## src/rtl/uart_rx.sv

```systemverilog
// 8N1 UART receiver: two-flop synchroniser, mid-bit sampling from a
// freq/baud clock divider, valid/ack output handshake, and framing and
// overrun error reporting.
module uart_rx #(
    parameter int freq = 12000000,
    parameter int baud = 9600
) (
    input  logic       clk,
    input  logic       nrst,
    input  logic       rx,
    output logic [7:0] rx_data,
    output logic       rx_valid,
    input  logic       rx_ack,
    output logic       frame_err,
    output logic       overrun,
    output logic       busy,
    output logic [3:0] bit_count
);

    localparam int lim  = freq / baud;
    localparam int half = lim / 2;
    localparam int cw   = $clog2(lim);

    localparam logic [cw-1:0] cnt_last = cw'(lim - 1);
    localparam logic [cw-1:0] cnt_mid  = cw'(half - 1);

    typedef enum logic [2:0] {
        IDLE,
        START,
        DATA,
        STOP,
        WAIT_HIGH
    } state_t;

    state_t        state, state_n;
    logic          s1, rx_s;
    logic [cw-1:0] cnt, cnt_n;
    logic [3:0]    bcnt, bcnt_n;
    logic [7:0]    shift, shift_n;
    logic          good_stop, bad_stop;

    // Two-flop synchroniser; idles high so reset never looks like a start bit.
    always_ff @(posedge clk or negedge nrst) begin
        if (!nrst) begin
            s1   <= 1'b1;
            rx_s <= 1'b1;
        end else begin
            s1   <= rx;
            rx_s <= s1;
        end
    end

    // State register.
    always_ff @(posedge clk or negedge nrst) begin
        if (!nrst) state <= IDLE;
        else       state <= state_n;
    end

    // Next-state, bit-timer, bit counter and shifter control.
    always_comb begin
        state_n   = state;
        cnt_n     = cnt + 1'b1;
        bcnt_n    = bcnt;
        shift_n   = shift;
        good_stop = 1'b0;
        bad_stop  = 1'b0;
        case (state)
            IDLE: begin
                cnt_n = '0;
                if (!rx_s) begin
                    state_n = START;
                    bcnt_n  = 4'd0;
                end
            end
            START: begin
                if (cnt == cnt_mid) begin
                    cnt_n  = '0;
                    bcnt_n = 4'd0;
                    // A start bit that has gone high again by mid-bit is a glitch.
                    state_n = rx_s ? IDLE : DATA;
                end
            end
            DATA: begin
                if (cnt == cnt_last) begin
                    cnt_n   = '0;
                    shift_n = {rx_s, shift[7:1]};
                    bcnt_n  = bcnt + 4'd1;
                    if (bcnt == 4'd7) state_n = STOP;
                end
            end
            STOP: begin
                if (cnt == cnt_last) begin
                    cnt_n = '0;
                    if (rx_s) begin
                        good_stop = 1'b1;
                        state_n   = IDLE;
                    end else begin
                        bad_stop = 1'b1;
                        state_n  = WAIT_HIGH;
                    end
                end
            end
            WAIT_HIGH: begin
                // Hold off until the line releases so a break cannot retrigger.
                cnt_n = '0;
                if (rx_s) state_n = IDLE;
            end
            default: begin
                cnt_n   = '0;
                state_n = IDLE;
            end
        endcase
    end

    // Datapath registers driven by the next-state logic.
    always_ff @(posedge clk or negedge nrst) begin
        if (!nrst) begin
            cnt   <= '0;
            bcnt  <= 4'd0;
            shift <= 8'h00;
        end else begin
            cnt   <= cnt_n;
            bcnt  <= bcnt_n;
            shift <= shift_n;
        end
    end

    // Output holding register, handshake and error flags.
    always_ff @(posedge clk or negedge nrst) begin
        if (!nrst) begin
            rx_data   <= 8'h00;
            rx_valid  <= 1'b0;
            overrun   <= 1'b0;
            frame_err <= 1'b0;
        end else begin
            frame_err <= bad_stop;
            if (good_stop) begin
                rx_data  <= shift;
                rx_valid <= 1'b1;
            end else if (rx_ack) begin
                rx_valid <= 1'b0;
            end
            // An ack in the same cycle as the new byte means the old one was taken.
            if (good_stop && rx_valid && !rx_ack) overrun <= 1'b1;
            else if (rx_ack)                      overrun <= 1'b0;
        end
    end

    assign busy      = (state != IDLE);
    assign bit_count = bcnt;

endmodule

```

## config.mk

```make
export PLATFORM = sky130hd
export DESIGN_NAME = uart_rx
export DESIGN_NICKNAME = d
export VERILOG_FILES = /design/src/rtl/uart_rx.sv
export SDC_FILE = /design/constraint.sdc
export NUM_CORES = 1
export LEC_CHECK = 0
export ABC_AREA = 0
export CORE_MARGIN = 2
export CORE_UTILIZATION = 40
export DETAILED_ROUTE_END_ITERATION = 10
export GPL_TIMING_DRIVEN = 0
export PLACE_DENSITY = 0.66
export SKIP_LAST_GASP = 1
export SLEW_MARGIN = 20
export SYNTH_ARGS = -nofsm -noshare
export SYNTH_HDL_FRONTEND = slang
export SYNTH_SLANG_ARGS = --single-unit
```

## constraint.sdc

```tcl
create_clock -name clk -period 3.3 [get_ports clk]
set_clock_uncertainty 0.2 [all_clocks]
set_input_delay 0.66 -clock clk [delete_from_list [all_inputs] [get_ports clk]]
set_output_delay 0.66 -clock clk [all_outputs]
set_load 0.01 [all_outputs]
```

# Word level (Yosys, flattened, before mapping)

Cells that the tools add are included.

Register bits: 39
Input bits: 4
Output and inout port bits: 16
Logic and storage cells: 62

Add/sub/neg operators: 2
Eq/ne operators: 13
Mux-type cells: 25
Reductions and logical operators: 12

Operator list:

| kind                                                              | count |
|---|---|
| 11-bit two-way mux                                                | 2 |
| 11-bit one-hot mux with 2 select lines                            | 1 |
| 3-bit two-way mux                                                 | 7 |
| 3-bit one-hot mux with 5 select lines                             | 1 |
| 4-bit two-way mux                                                 | 3 |
| 2-bit != test, second input constant                              | 6 |
| 4-bit one-hot mux with 3 select lines                             | 1 |
| 11-bit by 1-bit adder with 11-bit output, second input constant   | 1 |
| 11-bit by 10-bit == test with 1-bit output, second input constant | 1 |
| 11-bit == test, second input constant                             | 1 |
| 1-bit two-way mux                                                 | 9 |
| 3-bit by 2-bit == test with 1-bit output, second input constant   | 2 |
| 6-bit AND reduction                                               | 1 |
| 3-bit nonzero test                                                | 2 |
| 4-bit by 1-bit adder with 4-bit output, second input constant     | 1 |
| 4-bit by 3-bit == test with 1-bit output, second input constant   | 1 |
| 4-bit AND reduction                                               | 1 |
| 2-bit nonzero test                                                | 2 |
| 3-bit by 1-bit == test with 1-bit output, second input constant   | 1 |
| 3-bit == test, second input constant                              | 1 |
| 3-bit logical NOT                                                 | 1 |
| 1-bit logical AND                                                 | 2 |
| 2-bit two-way mux                                                 | 1 |
| 2-bit AND reduction                                               | 1 |
| 2 further kinds                                                   | 2 |

# Longest topological paths before layout

Gate-level depths: netlist (run 1).

Depth after elaboration: 6
Mapped depth: 8
Depth with buffers taken out: 6

# Least setup slack after synthesis (run 1)

OpenSTA, ideal clock, no wires.

Kind: register to register
Start: register cnt[2]
End: register state[1]
Setup time: 125 ps
Data arrival time: 1973 ps
Data required time: 2975 ps
Path slack: 1003 ps
Cell stages (with the launch flop): 7
Path buffers: 2
Clock period less this slack: 2297 ps
Cell sequence: dfrtp_1 or3_1 buf_6 or3_4 buf_6 a221o_1 mux2_2

Word-level cells in the longest chain between the ends: 3
Elaborated cells on any way between the ends: 6
Classes of those cells: 5 x eq/ne; 1 x reduce/logical

RTL lines:

| item                                                                         | line       | source |
|---|---|---|
| from (decl)                                                                  | 37         | `logic [cw-1:0] cnt, cnt_n;` |
| from (signal assigned)                                                       | 122        | `cnt <= cnt_n;` |
| 11-bit == test or 11-bit by 10-bit == test with 1-bit output (tied branches) | 84, 92, 76 |  |
| 2-bit != test (no line)                                                      | n/a        |  |
| 6-bit AND reduction (no line) *                                              | n/a        |  |
| to (signal assigned)                                                         | 56         | `else state <= state_n;` |
| to (decl)                                                                    | 35         | `state_t state, state_n;` |

Every way passes the cells marked *; elsewhere a longest branch is shown, timed or not.
A chain may end at the register's enable or synchronous reset.

# Final worst setup path (run 1)

Start: register state[1]
End: output port busy

Word-level cells in the longest chain between the ends: 1

RTL lines:

| item               | line | source |
|---|---|---|
| 3-bit nonzero test | 149  | `assign busy = (state != IDLE);` |
| to (decl)          | 16   | `output logic busy,` |

Every way passes these cells.

==> results of run 1 <==
## cell families after synthesis
logic type      synth area share
compound gates            0.0820
flops                      0.530
mux                        0.104
xor+xnor                  0.0427
fa+ha+maj                 0.0271
buf+inv                   0.0400
simple gates               0.175
## Yosys cell counts (2+ instances only)
library cell   n
dfrtp_1       37
mux2_2        17
nor2_1        16
nand2_1        9
inv_1          6
nand3_1        5
xnor2_1        5
a21oi_1        4
ha_1           4
nor3_1         4
nor3b_1        4
xor2_1         4
clkbuf_1       3
nand4_1        3
nand4b_1       3
a211o_1        2
buf_2          2
buf_6          2
dfstp_2        2
nor2b_1        2
o21ai_0        2
or3_1          2
## report_power, final
group | switching (mW) | total (mW) | internal [mW]
sequential | 0.000349 | 0.480 | 0.480
clock | 0.170 | 0.317 | 0.147
combinational | 0.0126 | 0.0209 | 0.00829
total | 0.183 | 0.818 | 0.635
## cell type report
cell class              instances  area, um2
multi-input cells             106        795
plain buffers                   8       51.3
well taps                      52       65.1
flip-flops and latches         39        978
repair buffers                 20        213
fillers                       394       2200
inverters                       6       22.5
clock inverters                 3       20.0
clock buffers                   5       68.8
## cell usage in the layout (no fill, tap or decap), types with 3 or more instances in the layout
master           count
nand4b_1             3
ha_1                 4
clkbuf_8             5
nor3b_1              4
xor2_1               4
mux2_2              17
nand4_1              3
a21oi_1              4
inv_1                6
xnor2_1              5
nand3_1              5
dfrtp_1             37
clkdlybuf4s50_1     18
nor2_1              16
clkbuf_1             3
nor3_1               4
nand2_1              9
buf_2                3
## worst max-delay path, cell delays in order, from the launching register on
cell	delay (ns)
dfrtp_1	0.42
clkbuf_1	0.22
or3_1	0.38
clkdlybuf4s50_1	0.48
## state kept, by name, summed over array words and instances, names as in the netlist
register / cells
bit_count: 4
rx_s: 1
cnt: 11
frame_err: 1
overrun: 1
shift: 8
rx_data: 8
s1: 1
rx_valid: 1
state: 3
## how the worst min path moves through the flow
stage	end	start	cells after the start	slack, ns
global placement	rx_s$_DFF_PN1_	s1$_DFF_PN1_	0	0.15
global route	state[2]$_DFFE_PN0P_	nrst	1	0.11
CTS	frame_err$_DFF_PN0_	nrst	1	0.11
finish	frame_err$_DFF_PN0_	nrst	1	0.10
floorplan	rx_s$_DFF_PN1_	s1$_DFF_PN1_	0	0.15
detailed placement	rx_s$_DFF_PN1_	s1$_DFF_PN1_	0	0.15
## per-layer routing
layer  up-vias  GRT usage
met2        34      0.225
met3         6     0.0472
met4         0     0.0545
met1       632      0.180
li1        623          -
met5         -          0
## metrics by stage
| stage | util | hold slack (ns) |
|---|---|---|
| 3_3_place_gp | 0.476 | 0.147 |
| 5_1_grt | 0.501 | 0.113 |
| 3_5_place_dp | 0.481 | 0.153 |
| 6_report | 0.501 | 0.104 |
| 4_1_cts | 0.501 | 0.108 |
| 2_1_floorplan | - | 0.145 |
==> summary.md, run 1 <==
| Metric | Value |
|---|---|
| Grt ovf | `0` |
| Post-route ant nets | `0` |
| Mapped Nets | `roughly 170` |
| Crit path DAT | `1.80 ns` |
| Placed insts | `~230` |
| Worst r2r dst | `cnt[3]$_DFF_PN0_` |
| Hold Violations, Final | `0` |
| Worst hold path class | `primary input to async pin` |
| End of the critical path | `busy` |
| Hold Buf Count CTS | `0` |
| CTS resizes | `0` |
| Synthesized netlist cell count | `159` |
| RSZ-0062 raised after global routing | `no` |
| DR pass1 iterations | `4` |
| Total GRT Usage | `0.141` |
| CP required | `2.44 ns` |
| Final nets | `between 150 and 200` |
| Synth area leader | `dfrtp_1` |
| Gpl congestion | `0.838` |
| Sequential area share after synthesis | `0.530` |
| Top cell type's share of synthesized area | `0.501` |
| Pins over their slew limit | `0` |
| Max-Cap Viols | `0` |
| Clk_lat worst skew | `0.29 ns` |
| Drc violations | `0` |
| Leak | `0.981 nW` |
| Top FF cell, synth | `dfrtp_1` |
| EDFF count, synth | `0` |
| Fin crit share | `0.806` |
| Root buffer cell | `clkbuf_8` |
| Final Power | `0.818 mW` |
| Largest net degree at the start of global routing | `24` |
| Global-route wire length before repair | `5620 um` |
| Antenna cells | `0` |
| P per Cell Area | `369 nW/um2` |
| Syn Area/Cell | `about 12 um2` |
| Synth Register Bits | `39` |
| Synthesized area | `1850 um2` |
| Starting density of the core | `0.418` |
| Via Count | `1295` |
| Layout cell share with drive strength beyond 1 | `0.203` |
| Via density per instance | `roughly 5.4` |
| Rel. slew slack | `0.583` |
| Ys Warns | `0` |
| Final setup fails | `0` |
| Routed wire length | `3340 um` |
| H-tree level count | `2` |
| Met3 WL | `about 170 um` |
| Reg2reg setup slack | `0.72 ns` |
| Finished Cell Area | `2210 um2` |
| WL/cell | `14.0 um` |
| Row cnt | `24` |
| Top Layer Used | `met4` |
| Final worst slack | `0.641 ns` |
| Floorplan core area | `4410 um2` |
| Ys async rst share | `1.00` |
| Initial DRC Count | `54` |
| Post-route minimum period | `2.66 ns` |
| Post-Place Cell Area | `between 2000 and 2500 um2` |
| Number of buffers added on ports | `19` |
| Longest Clk Path Bufs | `2` |
| Die Y | `71.9 um` |
| R2r startpoint | `cnt[2]$_DFF_PN0_` |
| Worst setup path start | `state[1]$_DFFE_PN0P_` |
| Die Area | `a little over 5000 um2` |
| CTS tree | `done` |
| Fmax | `0.376 GHz` |
| Post-DP HPWL | `2480 um` |
| CTS sink cnt | `39` |
| DP Worst Slack | `0.754 ns` |
| Antenna violations before repair | `0` |
| VDD IR max | `154 uV` |
| Worst-path fanout max | `10` |
| TNS Setup | `0 ns` |
| Chip Width | `71.9 um` |
| CTS Buf Count | `5` |
| Post-CTS Setup Inserts | `0` |
| Critical path startpoint category | `flip-flop` |
| Critical path type | `flip-flop to primary output` |
| Clk pin slew, worst setup/hold paths | `roughly 0.07 ns` |
| Critical Path Sink Type | `primary output` |
| Status | `finished, final reports clean` |
| Met2 WL | `1590 um` |
| Ports | `20` |
| Area Growth Syn to Fin | `19.9%` |
| Transition time of the tightest slew-check pin | `0.621 ns` |
| Register-to-Register Path Depth | `6` |
| Fin cells | `239` |
| Area contributors post-synth | `dfrtp_1 (50%), mux2_2 (10%), nor2_1 (3.3%)` |
| WL met1 | `roughly 1500 um` |
| Vias in the first global route | `1262` |
| Post-synth cell types | `between 40 and 50` |
Power figures use the tool's default switching activity.
==> run 2, diff against run 1 <==
- PLACE_DENSITY: 0.66 -> 0.68
- clock period: 3.3 -> 2.36 ns (I/O delays scaled with it)
==> summary.md, run 2 (same netlist as run 1, synthesis figures left out) <==
| Metric | Value |
|---|---|
| Status | `finished, final reports clean` |
| Hold slack final | `0.161 ns (+0.0566 ns)` |
| VDD IR max | `321 uV (+110%)` |
| Area Growth Syn to Fin | `26.3%` |
| Biggest regs | `cnt (11), rx_data (8), shift (8)` |
| Starting density of the core | `0.418 (unchanged)` |
| Rel. slew slack | `0.577 (-0.00546)` |
| DR pass1 iterations | `4 (unchanged)` |
| DP Worst Slack | `-0.214 ns (-0.968 ns)` |
| Fin crit share | `0.955` |
| Most common cell after layout, fill and taps aside | `dfrtp_1` |
| Largest net degree at the start of global routing | `23 (-4.2%)` |
| Longest Clk Path Bufs | `2 (unchanged)` |
| WL/cell | `14.9 um (+6.7%)` |
| Largest Register | `cnt` |
| Vias in the first global route | `1308 (+3.6%)` |
| Routed wire length | `3610 um (+8.0%)` |
| Die Y | `71.9 um (unchanged)` |
| Number of buffers added on ports | `19 (unchanged)` |
| Transition time of the tightest slew-check pin | `0.629 ns (+0.00813 ns)` |
| Post-route ant nets | `0 (unchanged)` |
| Chip Width | `71.9 um (unchanged)` |
| RSZ-0062 raised after global routing | `yes` |
| CTS Buf Count | `5 (unchanged)` |
| R2r startpoint | `state[1]$_DFFE_PN0P_` |
| Gpl congestion | `0.826 (-1.4%)` |
| P per Cell Area | `582 nW/um2 (+57%)` |
| Worst hold path class | `flip-flop to flip-flop` |
| Global-route wire length before repair | `6090 um (+8.5%)` |
| Antenna violations before repair | `0 (unchanged)` |
| Worst-path fanout max | `14 (+4)` |
| Grt ovf | `0 (unchanged)` |
| Floorplan core area | `4410 um2 (unchanged)` |
| CP required | `2.34 ns (-0.10 ns)` |
| Most frequent cells in the layout | `dfrtp_1 (37), mux2_2 (17), clkdlybuf4s50_1 (17), nor2_1 (16), nand2_1 (9)` |
| Critical path startpoint category | `flip-flop` |
| Final setup fails | `0 (unchanged)` |
| Critical Path Sink Type | `flip-flop` |
| Post-Place Cell Area | `2120 um2 (unchanged)` |
| Hold Startpoint | `s1$_DFF_PN1_` |
| Antenna cells | `0 (unchanged)` |
| Row cnt | `24 (unchanged)` |
| Finished Cell Area | `2330 um2 (+5.4%)` |
| Max reg flops | `11 (unchanged)` |
| Worst setup path start | `state[1]$_DFFE_PN0P_` |
| Max-Cap Viols | `0 (unchanged)` |
| CTS tree | `done` |
| Layout cell share with drive strength beyond 1 | `0.253 (+0.0494)` |
| Pins over their slew limit | `0 (unchanged)` |
| Crit path DAT | `2.23 ns (+0.43 ns)` |
| Clk_lat worst skew | `0.29 ns (about the same)` |
| Post-route minimum period | `2.25 ns` |
| Hold Violations, Final | `0 (unchanged)` |
| Via Count | `1316 (+1.6%)` |
| Via density per instance | `5.44 (+0.36%)` |
| Critical path type | `flip-flop to flip-flop` |
| TNS Setup | `0 ns (unchanged)` |
| Ports | `20 (unchanged)` |
| Fmax | `0.444 GHz` |
| Initial DRC Count | `78 (+44%)` |
| Fillers | `383 (-2.8%)` |
| Drc violations | `0 (unchanged)` |
| Post-DP HPWL | `2580 um (+3.8%)` |
| Final nets | `197 (+1.5%)` |
| Root buffer cell | `clkbuf_8` |
| Multi-input gate area | `837 um2 (+5.4%)` |
| Die Area | `5180 um2 (unchanged)` |
| Leak | `1.03 nW (+5.0%)` |
| Final worst slack | `0.106 ns (-0.534 ns)` |
| Total GRT Usage | `0.150 (+0.00869)` |
| Register area | `978 um2 (unchanged)` |
| Clk pin slew, worst setup/hold paths | `0.08 ns (about the same)` |
| CTS sink cnt | `39 (unchanged)` |
| H-tree level count | `2 (unchanged)` |
==> run 2: changes by cell type in the layout (fill, tap and decap cells not counted), sizes merged <==
cell           previous run  this run
buf                       7        10
dlygate4sd2               0         1
clkdlybuf4s50            18        17
bufinv                    0         2
clkinv                    1         0
dlygate4sd3               0         1
clkinvlp                  2         1
clkbuf                    8         7
==> run 2: final timing paths <==
kind                                         to  depth (start not counted)  slack [ns]
setup / recovery           shift[2]$_DFFE_PN0P_                          4        0.11
hold / removal                   rx_s$_DFF_PN1_                          0        0.16
setup reg to reg           shift[2]$_DFFE_PN0P_                          4        0.11
hold reg to reg                  rx_s$_DFF_PN1_                          0        0.16
max in group asynchronous      cnt[6]$_DFF_PN0_                          3        1.04
min in group asynchronous   frame_err$_DFF_PN0_                          2        0.46
==> run 2: metal layers <==
metal / global-route usage / vias up / wire [um]
li1: - / 629 / -
met1: 0.194 / 654 / 1640
met2: 0.251 / 26 / 1810
met3: 0.0333 / 7 / 117
met4: 0.0503 / 0 / 47
met5: 0 / - / 0
==> run 2: power by group <==
part	switching (mW)	leakage [nW]	internal, mW	total, mW
logic	0.0176	0.443	0.0127	0.0303
clock network	0.234	0.0644	0.421	0.655
registers	0.000464	0.523	0.671	0.671
==> run 2: what timing repair did <==
action | 4_1_cts | 5_1_grt
buffers inserted | 2 | 2
resized for setup | 7 | 4
hold buffers | 1 | 0
endpoints found under the hold margin | 15 | 0
endpoints found under the setup margin | 16 | 27
==> run 2: worst max-delay path: stages, from the launching register on <==
cell	delay (ns)
dfrtp_1	0.59
nor3b_2	0.40
or4b_1	0.46
buf_2	0.21
mux2_2	0.29
==> run 2: cell type report <==
type,instances,area share
repair buffers,25,0.108
well taps,52,0.0279
clock buffers,5,0.0295
plain buffers,6,0.0177
clock inverters,3,0.0290
flip-flops and latches,39,0.420
multi-input cells,106,0.359
inverters,6,0.00966
==> run 2: per-stage QoR <==
step                instances  total power, mW  utilization
floorplan                 159            0.690            -
global placement          230            0.709        0.476
detailed placement        231            0.714        0.481
CTS                       241             1.37        0.523
global route              242             1.41        0.528
finish                    242             1.36        0.528
